--- config.mk ---
export PLATFORM = sky130hd
export DESIGN_NAME = divider_64bit_seq
export DESIGN_NICKNAME = d
export VERILOG_FILES = /design/src/rtl/div_pkg.sv /design/src/rtl/div_step.sv /design/src/rtl/divider_64bit_seq.sv
export SDC_FILE = /design/constraint.sdc
export NUM_CORES = 1
export LEC_CHECK = 0
export CAP_MARGIN = 10
export CORE_MARGIN = 4
export CORE_UTILIZATION = 25
export CTS_CLUSTER_SIZE = 30
export DETAILED_ROUTE_END_ITERATION = 16
export PLACE_DENSITY = 0.4
export RECOVER_POWER = 100
export REMOVE_ABC_BUFFERS = 1
export SYNTH_ARGS = -nofsm -noshare
export SYNTH_HDL_FRONTEND = slang
export SYNTH_SLANG_ARGS = --single-unit
--- constraint.sdc ---
create_clock -name i_clk -period 9.4 [get_ports i_clk]
set_clock_uncertainty 0.05 [all_clocks]
set_input_delay 0.94 -clock i_clk [delete_from_list [all_inputs] [get_ports i_clk]]
set_output_delay 0.94 -clock i_clk [all_outputs]
set_load 0.01 [all_outputs]
--- src/rtl/div_pkg.sv ---
// Shared definitions for the sequential RV64M divider.
//   div_op_e     : operation encoding as presented on i_op
//   div_state_e  : divider FSM states
//   DIV_XLEN     : default operand/result width
//   DIV_LATENCY  : clock edges from the accept edge to the edge that samples o_valid
package div_pkg;

    localparam int DIV_XLEN    = 64;
    localparam int DIV_CNT_W   = 7;
    localparam int DIV_LATENCY = DIV_XLEN + 2;

    typedef enum logic [1:0] {
        OP_DIV  = 2'b00,
        OP_DIVU = 2'b01,
        OP_REM  = 2'b10,
        OP_REMU = 2'b11
    } div_op_e;

    typedef enum logic [1:0] {
        S_IDLE = 2'b00,
        S_CALC = 2'b01,
        S_FIX  = 2'b10,
        S_DONE = 2'b11
    } div_state_e;

endpackage

--- src/rtl/div_step.sv ---
// One radix-2 restoring division iteration (purely combinational).
//   rem, quo  : current partial remainder and quotient/dividend shift register
//   divisor   : divisor magnitude
//   rem_next, quo_next : values after shifting in one dividend bit and the
//                        trial subtraction
module div_step #(
    parameter int XLEN = 64
) (
    input  logic [XLEN-1:0] rem,
    input  logic [XLEN-1:0] quo,
    input  logic [XLEN-1:0] divisor,
    output logic [XLEN-1:0] rem_next,
    output logic [XLEN-1:0] quo_next
);

    // The shifted remainder needs one extra bit: rem < divisor, so 2*rem+1
    // can exceed XLEN bits. The difference always lies in [-divisor, divisor),
    // so its top bit is a reliable sign.
    logic [XLEN:0] rem_sh;
    logic [XLEN:0] diff;

    assign rem_sh = {rem, quo[XLEN-1]};
    assign diff   = rem_sh - {1'b0, divisor};

    always_comb begin
        rem_next = rem_sh[XLEN-1:0];
        quo_next = {quo[XLEN-2:0], 1'b0};
        if (!diff[XLEN]) begin
            rem_next = diff[XLEN-1:0];
            quo_next = {quo[XLEN-2:0], 1'b1};
        end
    end

endmodule

--- src/rtl/divider_64bit_seq.sv ---
// Multi-cycle radix-2 restoring divider for RV64M DIV/DIVU/REM/REMU.
// Ports:
//   i_clk, i_reset        : clock, asynchronous active-high reset
//   i_start, i_kill       : request and pipeline flush
//   i_op                  : 00 DIV, 01 DIVU, 10 REM, 11 REMU
//   i_dividend, i_divisor : rs1, rs2
//   o_busy, o_valid       : operation in flight, one-cycle result strobe
//   o_result              : quotient or remainder, held until the next accept
//   o_dbg_state           : current FSM state (div_state_e encoding)
// Optional build macro DIVIDER_FAST_PATH_EN: divide-by-zero, signed overflow
// and |dividend| < |divisor| skip the iteration loop and finish in two cycles.
//
// Handshake: i_start is a request accepted on a rising edge only when the FSM
// is IDLE and i_kill is low; there is no ready output, the issuer sees the
// accept as o_busy rising the cycle after. o_valid pulses for exactly one
// cycle (DONE) and o_result is valid from that cycle until the next accept.
module divider_64bit_seq
    import div_pkg::*;
#(
    parameter int XLEN  = DIV_XLEN,
    parameter int CNT_W = DIV_CNT_W
) (
    input  logic            i_clk,
    input  logic            i_reset,
    input  logic            i_start,
    input  logic            i_kill,
    input  logic [1:0]      i_op,
    input  logic [XLEN-1:0] i_dividend,
    input  logic [XLEN-1:0] i_divisor,
    output logic            o_busy,
    output logic            o_valid,
    output logic [XLEN-1:0] o_result,
    output logic [1:0]      o_dbg_state
);

    localparam logic [XLEN-1:0] XMIN = {1'b1, {(XLEN-1){1'b0}}};

    div_state_e      state, state_d;
    logic [CNT_W-1:0] cnt;
    div_op_e         op_q;
    logic            sign_q, sign_r, dvz_q;
    logic [XLEN-1:0] rem_q, quo_q, dvs_q, result_q;

    logic            accept, is_signed, dvd_neg, dvs_neg, fast_hit;
    logic [XLEN-1:0] dvd_abs, dvs_abs, start_rem, start_quo;
    logic [XLEN-1:0] rem_n, quo_n, quo_fix, rem_fix, result_d;

    assign accept    = (state == S_IDLE) && i_start && !i_kill;
    assign is_signed = ~i_op[0];
    assign dvd_neg   = is_signed & i_dividend[XLEN-1];
    assign dvs_neg   = is_signed & i_divisor[XLEN-1];
    assign dvd_abs   = dvd_neg ? -i_dividend : i_dividend;
    assign dvs_abs   = dvs_neg ? -i_divisor  : i_divisor;

`ifdef DIVIDER_FAST_PATH_EN
    logic fast_dvz, fast_ovf;
    assign fast_dvz = (i_divisor == '0);
    assign fast_ovf = is_signed && (i_dividend == XMIN) && (&i_divisor);
    assign fast_hit = fast_dvz || fast_ovf || (dvd_abs < dvs_abs);

    // Preload the registers with the final magnitudes so FIX sees the same
    // values the iteration loop would have produced.
    always_comb begin
        start_rem = '0;
        start_quo = dvd_abs;
        if (fast_dvz) begin
            start_rem = dvd_abs;
            start_quo = '1;
        end else if (fast_ovf) begin
            start_rem = '0;
            start_quo = XMIN;
        end else if (fast_hit) begin
            start_rem = dvd_abs;
            start_quo = '0;
        end
    end
`else
    assign fast_hit  = 1'b0;
    assign start_rem = '0;
    assign start_quo = dvd_abs;
`endif

    div_step #(.XLEN(XLEN)) u_step (
        .rem      (rem_q),
        .quo      (quo_q),
        .divisor  (dvs_q),
        .rem_next (rem_n),
        .quo_next (quo_n)
    );

    // Signed divide-by-zero: sign_q would flip the all-ones quotient, so it
    // is forced. The remainder needs no special case: negating |dividend|
    // under sign_r restores the original dividend.
    assign quo_fix = dvz_q ? '1 : (sign_q ? -quo_q : quo_q);
    assign rem_fix = sign_r ? -rem_q : rem_q;

    always_comb begin
        case (op_q)
            OP_DIV, OP_DIVU: result_d = quo_fix;
            default:         result_d = rem_fix;
        endcase
    end

    always_comb begin
        state_d = state;
        case (state)
            S_IDLE: if (accept) state_d = fast_hit ? S_FIX : S_CALC;
            S_CALC: if (cnt == CNT_W'(XLEN-1)) state_d = S_FIX;
            S_FIX:  state_d = S_DONE;
            S_DONE: state_d = S_IDLE;
            default: state_d = S_IDLE;
        endcase
        if (i_kill && state != S_IDLE) state_d = S_IDLE;
    end

    always_ff @(posedge i_clk or posedge i_reset) begin
        if (i_reset) state <= S_IDLE;
        else         state <= state_d;
    end

    always_ff @(posedge i_clk or posedge i_reset) begin
        if (i_reset) begin
            cnt      <= '0;
            op_q     <= OP_DIV;
            sign_q   <= 1'b0;
            sign_r   <= 1'b0;
            dvz_q    <= 1'b0;
            rem_q    <= '0;
            quo_q    <= '0;
            dvs_q    <= '0;
            result_q <= '0;
        end else begin
            case (state)
                S_IDLE: if (accept) begin
                    op_q   <= div_op_e'(i_op);
                    sign_q <= dvd_neg ^ dvs_neg;
                    sign_r <= dvd_neg;
                    dvz_q  <= (i_divisor == '0);
                    dvs_q  <= dvs_abs;
                    rem_q  <= start_rem;
                    quo_q  <= start_quo;
                    cnt    <= '0;
                end
                S_CALC: begin
                    rem_q <= rem_n;
                    quo_q <= quo_n;
                    cnt   <= cnt + CNT_W'(1);
                end
                S_FIX: if (!i_kill) result_q <= result_d;
                default: ;
            endcase
        end
    end

    assign o_busy      = (state == S_CALC) || (state == S_FIX);
    assign o_valid     = (state == S_DONE);
    assign o_result    = result_q;
    assign o_dbg_state = state;

endmodule
==> results of run 1 <==
area by class of cell:
cell class	instances	area, µm²	share of cell area, %
timing repair buffer	229	2200	8.94
inverter	102	384	1.56
clock buffer	52	1090	4.44
multi-input combinational	1954	12700	51.8
clock inverter	13	129	0.524
sequential	269	6730	27.4
tap	1060	1330	5.39
metal layers:
metal,GRT usage [%],wire (µm),up-vias
li1,-,-,9225
met1,24.5,36900,9198
met2,26.7,33300,387
met3,2.23,2810,101
met4,5.64,2550,0
met5,0,0,-
cell usage in the layout, fill, tap and decap left out, types with 65 or more instances in the layout:
cell             synthesis  routed
a21oi_1                162     161
xor2_1                 168     167
inv_1                  101     100
o31ai_1                 65      65
dlygate4sd3_1            0      72
nand2_1                290     289
clkdlybuf4s50_1          0     129
nor2_1                 134     132
o21ai_0                277     278
dfrtp_1                269     268
ha_1                    73      73
xnor2_1                139     139
critical path: stages, from the launching register on:
cell and delay, ns:
dfrtp_1 0.49, ha_1 0.50, nand4_1 0.25, nor4_1 0.52
nand2_1 0.18, nor4_1 0.19, o21ai_0 0.31, a21oi_1 0.41
o221ai_1 0.27, xor2_4 0.28, clkbuf_1 1.74, mux2_2 0.46
o21ai_0 0.15
flip-flops by register name, summed over array words and instances, names as in the netlist, 2 cells and up:
name / cells
dvs_q: 64
rem_q: 64
cnt: 7
o_result: 64
quo_q: 64
o_dbg_state: 2
metrics by stage:
stage               worst slack [ns]  cells  util (%)  hold slack (ns)
finish                          3.44   3679      30.4            0.420
global route                    3.09   3679      30.4            0.433
CTS                             4.65   3679      30.6            0.428
detailed placement              4.27   3614      29.1            0.414
global placement                4.23   3613      29.1            0.410
floorplan                       1.00   2325         -            0.400
path summary, 6_finish.rpt:
| check | end | slack (ns) | depth (start not counted) |
|---|---|---|---|
| worst min register to register | o_result[34]$_DFFE_PP0P_ | 0.42 | 1 |
| worst min-delay path | o_result[34]$_DFFE_PP0P_ | 0.42 | 1 |
| worst max register to register | rem_q[17]$_DFFE_PP0P_ | 3.44 | 12 |
| max in group asynchronous | rem_q[4]$_DFFE_PP0P_ | 4.50 | 3 |
| worst max-delay path | rem_q[17]$_DFFE_PP0P_ | 3.44 | 12 |
| min in group asynchronous | quo_q[5]$_DFFE_PP0P_ | 2.32 | 2 |
logic make-up (layout without fill, tap and decap cells):
family          count (synthesis)  count (layout)  synth area share (%)
compound gates                799             799                  24.5
flops                         269             269                  33.0
buf+inv                       247             396                  4.63
fa+ha+maj                      74              74                  4.57
simple gates                  709             709                  17.0
mux                            65              65                  3.21
xor+xnor                      307             307                  13.2
power groups by stage:
stage / Combinational, mW / Sequential [mW] / Clock, mW
floorplan: 3.72 / 2.17 / 0
CTS: 5.40 / 2.29 / 1.48
global route: 5.96 / 2.36 / 1.53
finish: 5.35 / 2.28 / 1.43
global placement: 5.39 / 2.29 / 0
detailed placement: 5.37 / 2.30 / 0
==> summary.md, run 1 <==
| Metric | Value |
|---|---|
| EDFF count, synth | 0 |
| Crit path arrival time | about 6.4 ns |
| I/O pin count | ~200 |
| Post-layout min period | between 5 and 6 ns |
| YS warnings | 0 |
| ANT cells | 0 |
| CTS tree | done |
| Root cell of the clock tree | clkbuf_16 |
| Layout area overhead | 20.4% |
| Post-synthesis sequential area ratio | between 30% and 40% |
| CORE AREA | just over 80000 µm² |
| Num CTS Buffers | 36 |
| Drt wl/cell | between 20 and 25 µm |
| Sw Ratio | 48.4% |
| Clk buf depth | 3 |
| Most frequent cell after synthesis | nand2_1 |
| Static Leak | slightly above 10 nW |
| Syn Std Cell Area | approximately 20000 µm² |
| Final WL | about 76000 µm |
| Die area | between 80000 and 90000 µm² |
| Fillers | 8546 |
| PwrDens | about 370 nW/µm² |
| Primary FF master, synth | dfrtp_1 |
| Critical Setup Path Class | flip-flop to flip-flop |
| Final instance area | ~25000 µm² |
| Site row count | 104 |
| WP data required | around 10 ns |
| Gr ovfl total | 0 |
| First-pass GRT wire length | between 100000 and 150000 µm |
| Seq pwr share | approximately a quarter |
| Synth Area per Inst | 8.27 µm² |
| Die X | between 200 and 300 µm |
| Asr flop ratio synth | 100% |
| Placed cell areas | between 20000 and 25000 µm² |
| Largest net degree at the start of global routing | slightly above 100 |
| Synth area leader | dfrtp_1 |
| CTS Hold Buffers Added | 0 |
| Post-CTS Setup Bufs | 0 |
| Post-CTS sizing | 0 |
| Layout cell share with drive strength beyond 1 | 4.81% |
| Clk slew on worst S/H paths | 0.06 ns |
| Combinational Power Share | between 50% and 60% |
| Outcome | complete, but fails checks |
| Layout Nets | 2800 |
| Int Power | roughly 4.7 mW |
| Synth top area share | 33.0% |
| Class of the worst hold path | flip-flop to flip-flop |
| Syn Inst Count | about 2500 |
| Final period util | between 60% and 70% |
| Vias | 18900 |
| Gr usage total | roughly 17% |
| Worst-margin pin slew | roughly 5.0 ns |
| Slew Viols, Final | between 400 and 500 |
| Die H | 294 µm |
| Max IR drop VDD | roughly 0.00017 V |
| F_max | ~170 MHz |
| HPWL Detailed | approximately 59000 µm |
| Final hold vios | 0 |
| Commonest cells post-synth | nand2_1 (290), o21ai_0 (277), dfrtp_1 (269), xor2_1 (168), a21oi_1 (162) |
| Vias per cell | 5.14 |
| H-tree levels | 2 |
| HP Start | o_result[34]$_DFFE_PP0P_ |
| Post-detailed-route count of antenna-violating nets | 0 |
| CP Launch Point | rem_q[35]$_DFFE_PP0P_ |
| Crit Path Max Fanout | 34 |
| Initial antenna violation count | 0 |
| Max cap viols | 8 |
| Switching Power | about 4.4 mW |
| FF-to-FF Start | rem_q[35]$_DFFE_PP0P_ |
| Worst setup EP type | flip-flop |
| Final setup fails | 0 |
| RSZ-0062 raised after global routing | no |
| Pre-antenna DRT Iters | 5 |
| Post-route setup TNS | 0 ns |
| Sink Count | ~270 |
| Clk pwr share | between 15 and 20% |
| I/O Buffers | roughly 200 |
| Relative slew slack | -233% |
| Final GP Congestion | 0.867 |
| Overall Power | 9.06 mW |
| Drc violations | 0 |
| Vias in the first global route | around 19000 |
| Failing checks | capacitance limit, slew limit |
| Synth cell types | 81 |
| Clk Latency, worst-skew pair | ~0.56 ns |
| Startpoint Class | flip-flop |
| Detailed Route Iter0 Violations | between 1000 and 1500 |
| Initial core utilization | about 25% |
| FF+latch count, synth | between 200 and 300 |
| Area contributors post-synth | dfrtp_1 (33%), xor2_1 (7.2%), o21ai_0 (6.8%) |
No activity file was read; power rests on OpenSTA's default activity.
==> run 2: changes to the inputs <==
--- a/config.mk
+++ b/config.mk
@@ -10,7 +10,7 @@
 export CORE_UTILIZATION = 25
 export CTS_CLUSTER_SIZE = 30
 export DETAILED_ROUTE_END_ITERATION = 16
-export PLACE_DENSITY = 0.4
+export PLACE_DENSITY = 0.42
 export RECOVER_POWER = 100
 export REMOVE_ABC_BUFFERS = 1
 export SYNTH_ARGS = -nofsm -noshare
==> constraint.sdc (replaced) <==
create_clock -name i_clk -period 4.9 [get_ports i_clk]
set_clock_uncertainty 0.05 [all_clocks]
set_input_delay 0.49 -clock i_clk [delete_from_list [all_inputs] [get_ports i_clk]]
set_output_delay 0.49 -clock i_clk [all_outputs]
set_load 0.01 [all_outputs]
==> summary.md, run 2 (synthesis gave the netlist of run 1 again) <==
| Metric | Value |
|---|---|
| FF-to-FF Start | quo_q[63]$_DFFE_PP0P_ |
| R2R Path End | rem_q[47]$_DFFE_PP0P_ |
| Num CTS Buffers | 35 (-2.8%) |
| Clk pwr share | 15.4% (-0.4 points) |
| PwrDens | 701 nW/µm² (+90%) |
| Largest net degree at the start of global routing | 107 (+4.9%) |
| Die H | 294 µm (unchanged) |
| Die area | 86300 µm² (unchanged) |
| Fin cells | 3710 (+0.84%) |
| Critical Setup Path Class | flip-flop to flip-flop |
| Worst setup EP type | flip-flop |
| Final GP Congestion | 0.864 (-0.43%) |
| Post-route setup TNS | 0 ns (unchanged) |
| Uppermost layer routed | met4 |
| Initial antenna violation count | 2 (+2) |
| Int Power | 8.96 mW (+92%) |
| I/O pin count | 202 (unchanged) |
| Drc violations | 0 (unchanged) |
| Gr usage total | 16.8% (-0.36 points) |
| Placed cell areas | 23800 µm² (+1.2%) |
| Worst hold margin | 0.420 ns (+0.000279 ns) |
| Vias in the first global route | 18900 (+0.13%) |
| Root cell of the clock tree | clkbuf_16 |
| Vias | 18900 (+0.063%) |
| Post-detailed-route count of antenna-violating nets | 0 (unchanged) |
| Cells after DPL | 3648 (+0.94%) |
| Detailed Route Iter0 Violations | 1285 (-0.93%) |
| Gr ovfl total | 0 (unchanged) |
| RSZ-0062 raised after global routing | no |
| Final hold vios | 0 (unchanged) |
| Die X | 294 µm (unchanged) |
| Final setup fails | 0 (unchanged) |
| Clk buf depth | 3 (unchanged) |
| Post-layout min period | 4.22 ns (-1.74 ns) |
| CTS tree | done |
| Commonest non-fill, non-tap cells in the layout | nand2_1 (288), o21ai_0 (280), dfrtp_1 (268) |
| HP Start | o_result[6]$_DFFE_PP0P_ |
| Sw Ratio | 48.4% (about the same) |
| Layout cell share with drive strength beyond 1 | 5.17% (+0.36 points) |
| I/O Buffers | 201 (unchanged) |
| HPWL Detailed | 58400 µm (-0.69%) |
| Final period util | 86.1% (+23 points) |
| Hold Path Depth | 1 (unchanged) |
| Hold EP | o_result[6]$_DFFE_PP0P_ |
| Placement Setup Slack | 0.276 ns (-3.99 ns) |
| CTS Hold Buffers Added | 0 (unchanged) |
| Initial core utilization | 25.3% (unchanged) |
| Max cap viols | 9 (+1) |
| Worst R2R Setup Slack | 0.68 ns (-2.76 ns) |
| Post-CTS sizing | 0 (unchanged) |
| Worst-margin pin slew | 2.96 ns (-2.01 ns) |
| Final WL | 74900 µm (-0.87%) |
| Cell count of the worst reg-to-reg path | 15 (+3) |
| Site row count | 104 (unchanged) |
| Layout area overhead | 21.3% |
| Slew Viols, Final | 388 (-15%) |
| Fillers | 8506 (-0.47%) |
| DR WL met2 | 34100 µm (+2.5%) |
| Crit path arrival time | 4.58 ns (-1.78 ns) |
| Final instance area | 24800 µm² (+0.73%) |
| Static Leak | 10.3 nW (+1.1%) |
| Fin util | 30.7% (+0.22 points) |
| Final worst setup slack | 0.680 ns (-2.76 ns) |
| Drt wl/cell | 20.2 µm (-1.7%) |
| CORE AREA | 80800 µm² (unchanged) |
| Crit Path Max Fanout | 11 (-68%) |
| Vias per cell | 5.10 (-0.77%) |
| Metal3 WL | 2920 µm (+4.1%) |
| Startpoint Class | flip-flop |
| Outcome | complete, but fails checks |
| H-tree levels | 2 (unchanged) |
| First-pass GRT wire length | 114000 µm (-1.8%) |
| WP data required | 5.26 ns (-4.55 ns) |
| Relative slew slack | -97.5% (+140 points) |
| Seq pwr share | 25.0% (about the same) |
| Combinational Power Share | 59.6% (+0.5 points) |
| Met1 WL | 35800 µm (-3.0%) |
| Most common cell after layout, fill and taps aside | nand2_1 |
| Max IR drop VDD | 0.000217 V (+25%) |
| Layout Nets | 2833 (+1.2%) |
| Post-CTS Setup Bufs | 0 (unchanged) |
| F_max | 237 MHz (+41%) |
| Class of the worst hold path | flip-flop to flip-flop |
| Switching Power | 8.41 mW (+92%) |
| Sink Count | 269 (unchanged) |
| Clk slew on worst S/H paths | 0.06 ns (about the same) |
| Overall Power | 17.4 mW (+92%) |
| Clk Latency, worst-skew pair | 0.55 ns (about the same) |
| Failing checks | capacitance limit, slew limit |
| Pre-antenna DRT Iters | 5 (unchanged) |
[run 2: worst max-delay path, stage by stage (launching register included)]
cell and delay (ns):
dfrtp_1 0.37, inv_1 0.10, ha_1 0.20, fa_1 0.22, nand2b_1 0.13, a21oi_1 0.09, o21ai_0 0.38, a21oi_1 0.17
o21ai_0 0.52, a21oi_1 0.24, o221ai_1 0.40, xor2_4 0.21, buf_12 0.16, clkbuf_1 0.47, mux2i_1 0.27, o21ai_0 0.09
[run 2: final cells by class]
| cell class | count | area [µm²] | area share (%) |
|---|---|---|---|
| multi-input combinational | 1954 | 12700 | 51.3 |
| sequential | 269 | 6730 | 27.2 |
| timing repair buffer | 263 | 2450 | 9.88 |
| tap | 1060 | 1330 | 5.35 |
| clock buffer | 54 | 1070 | 4.32 |
| inverter | 102 | 387 | 1.56 |
| clock inverter | 6 | 90.1 | 0.364 |
| antenna | 2 | 5.00 | 0.0202 |
[run 2: metal layers]
metal	vias to the layer above	GRT usage [%]
met5	-	0
met4	0	4.98
met3	86	2.15
met2	384	27.1
met1	9163	23.4
li1	9290	-
[run 2: worst max-delay path by stage]
stage | startpoint | to | slack [ns] | cells past startpoint
5_1_grt | rem_q[33]$_DFFE_PP0P_ | rem_q[50]$_DFFE_PP0P_ | 0.24 | 13
6_report | quo_q[63]$_DFFE_PP0P_ | rem_q[47]$_DFFE_PP0P_ | 0.68 | 15
3_5_place_dp | i_dividend[8] | quo_q[63]$_DFFE_PP0P_ | 0.28 | 12
2_1_floorplan | i_reset | cnt[0]$_DFFE_PP0P_ | -3.05 | 1
3_3_place_gp | i_dividend[10] | quo_q[63]$_DFFE_PP0P_ | 0.33 | 12
4_1_cts | quo_q[63]$_DFFE_PP0P_ | rem_q[18]$_DFFE_PP0P_ | 0.64 | 15
[run 2: power groups by stage]
| stage | combinational (mW) | sequential (mW) | clock [mW] |
|---|---|---|---|
| floorplan | 6.79 | 4.17 | 0 |
| global placement | 10.5 | 4.38 | 0 |
| detailed placement | 10.5 | 4.39 | 0 |
| CTS | 10.6 | 4.36 | 2.76 |
| global route | 11.5 | 4.49 | 2.83 |
| finish | 10.4 | 4.35 | 2.67 |
==> run 3: changes to the inputs <==
--- a/config.mk
+++ b/config.mk
@@ -10,6 +10,7 @@
 export CORE_UTILIZATION = 25
 export CTS_CLUSTER_SIZE = 30
 export DETAILED_ROUTE_END_ITERATION = 16
+export GPL_ROUTABILITY_DRIVEN = 0
 export PLACE_DENSITY = 0.42
 export RECOVER_POWER = 100
 export REMOVE_ABC_BUFFERS = 1
==> summary.md, run 3 (synthesis gave the netlist of run 1 again) <==
| Metric | Value |
|---|---|
| Post-CTS Setup Bufs | 0 (unchanged) |
| Drc violations | 0 (unchanged) |
| Relative slew slack | -69.7% (+28 points) |
| Crit path arrival time | 4.67 ns (+0.09 ns) |
| Crit Path Max Fanout | 9 (-2) |
| Final hold vios | 0 (unchanged) |
| Vias per cell | 5.10 (about the same) |
| Commonest non-fill, non-tap cells in the layout | nand2_1 (289), o21ai_0 (279), dfrtp_1 (268) |
| Overall Power | 17.0 mW (-2.2%) |
| Worst hold margin | 0.417 ns (-0.00299 ns) |
| Pre-antenna DRT Iters | 6 (+1) |
| Final WL | 73400 µm (-1.9%) |
| Placement Setup Slack | 0.365 ns (+0.0887 ns) |
| Worst-margin pin slew | 2.55 ns (-0.417 ns) |
| HPWL Detailed | 57500 µm (-1.6%) |
| Slew Viols, Final | 308 (-21%) |
| Clk slew on worst S/H paths | 0.06 ns (about the same) |
| F_max | 231 MHz (-2.5%) |
| WP data required | 5.24 ns (-0.02 ns) |
| Post-CTS sizing | 0 (unchanged) |
| First-pass GRT wire length | 114000 µm (about the same) |
| Failing checks | capacitance limit, slew limit |
| Vias in the first global route | 18900 (+0.41%) |
| Class of the worst hold path | flip-flop to flip-flop |
| Final period util | 88.3% (+2.2 points) |
| Post-layout min period | 4.33 ns (+0.109 ns) |
| Drt wl/cell | 19.9 µm (-1.5%) |
| CORE AREA | 80800 µm² (unchanged) |
| Sink Count | 269 (unchanged) |
| H-tree levels | 2 (unchanged) |
| HP Start | o_result[23]$_DFFE_PP0P_ |
| Die X | 294 µm (unchanged) |
| Worst setup EP type | flip-flop |
| Detailed Route Iter0 Violations | 1164 (-9.4%) |
| Final setup fails | 0 (unchanged) |
| Vias | 18900 (-0.37%) |
| Outcome | complete, but fails checks |
| I/O pin count | 202 (unchanged) |
| CP Launch Point | rem_q[2]$_DFFE_PP0P_ |
| PwrDens | 689 nW/µm² (-1.7%) |
| FF-to-FF Start | rem_q[2]$_DFFE_PP0P_ |
| Initial core utilization | 25.3% (unchanged) |
| Clk Latency, worst-skew pair | 0.55 ns (about the same) |
| Max IR drop VDD | 0.000281 V (+29%) |
| CTS tree | done |
| Clk buf depth | 3 (unchanged) |
| CTS Hold Buffers Added | 0 (unchanged) |
| Post-detailed-route count of antenna-violating nets | 0 (unchanged) |
| Static Leak | 10.2 nW (-0.90%) |
| Largest net degree at the start of global routing | 113 (+5.6%) |
| Critical Setup Path Class | flip-flop to flip-flop |
| Layout area overhead | 20.6% |
| Gr usage total | 16.7% (-0.080 points) |
| Die area | 86300 µm² (unchanged) |
| Most common cell after layout, fill and taps aside | nand2_1 |
| Root cell of the clock tree | clkbuf_16 |
| Layout Nets | 2821 (-0.42%) |
| Initial antenna violation count | 2 (unchanged) |
| Layout cell share with drive strength beyond 1 | 4.94% (-0.24 points) |
| Max cap viols | 7 (-2) |
| Gr ovfl total | 0 (unchanged) |
| Die H | 294 µm (unchanged) |
| Startpoint Class | flip-flop |
| Final worst setup slack | 0.571 ns (-0.109 ns) |
| Num CTS Buffers | 34 (-2.9%) |
| I/O Buffers | 201 (unchanged) |
| Site row count | 104 (unchanged) |
| RSZ-0062 raised after global routing | no |
## run 3: cell count changes in the layout (fill, tap and decap cells not counted), moves of 2 or more
cell             change
dlygate4sd3_1        -2
clkbuf_8             -4
clkdlybuf4s50_1      +2
clkinv_2             +3
clkbuf_2             +4
o41ai_1              -2
a21oi_1              -2
clkbuf_1             -2
clkbuf_16            -2
buf_4               -13
## run 3: per-layer routing
metal  global-route usage [%]  vias up  part of all wire (%)
met3                     2.02      111                   3.6
met2                     28.0      399                    47
met5                        0        -                0.0095
li1                         -     9248                     -
met1                     22.6     9093                    47
met4                     4.76        2                   3.0
## run 3: critical path: stages, from the launching register on
cell	delay (ns)
dfrtp_1	0.47
ha_1	0.40
o211ai_1	0.18
a21oi_1	0.09
o21ai_0	0.42
a21oi_1	0.17
o21ai_0	0.57
a21oi_1	0.21
o221ai_1	0.43
xor2_4	0.31
clkbuf_1	0.51
mux2i_1	0.27
o21ai_0	0.09
## run 3: final timing paths
check | end | cells after the start | slack [ns]
setup / recovery | rem_q[46]$_DFFE_PP0P_ | 12 | 0.57
hold / removal | o_result[23]$_DFFE_PP0P_ | 1 | 0.42
setup reg to reg | rem_q[46]$_DFFE_PP0P_ | 12 | 0.57
hold reg to reg | o_result[23]$_DFFE_PP0P_ | 1 | 0.42
max in group asynchronous | sign_q$_DFFE_PP0P_ | 3 | 1.02
min in group asynchronous | quo_q[8]$_DFFE_PP0P_ | 2 | 1.20
## run 3: power by group
group	leakage (nW)	switching (mW)	internal, mW	total, mW
clock network	0.509	1.01	1.42	2.43
registers	3.35	1.17	3.17	4.35
logic	6.33	6.05	4.14	10.2
## run 3: cell type report
class                           instances  area, µm²
Tap cell                             1060       1330
Inverter                              102        387
Antenna cell                            1       2.50
Multi-Input combinational cell       1954      12800
Clock inverter                          8       75.1
Clock buffer                           48        965
Sequential cell                       269       6730
Timing Repair Buffer                  252       2360
Fill cell                            8492      56200
## run 3: stage by stage
step / std cells / setup TNS [ns] / area (µm²) / utilization (%)
floorplan: 2325 / -1018.68 / 19900 / -
global placement: 3637 / 0 / 23700 / 29.3
global route: 3694 / 0 / 24600 / 30.5
detailed placement: 3637 / 0 / 23700 / 29.3
finish: 3694 / 0 / 24600 / 30.5
CTS: 3693 / 0 / 24800 / 30.6
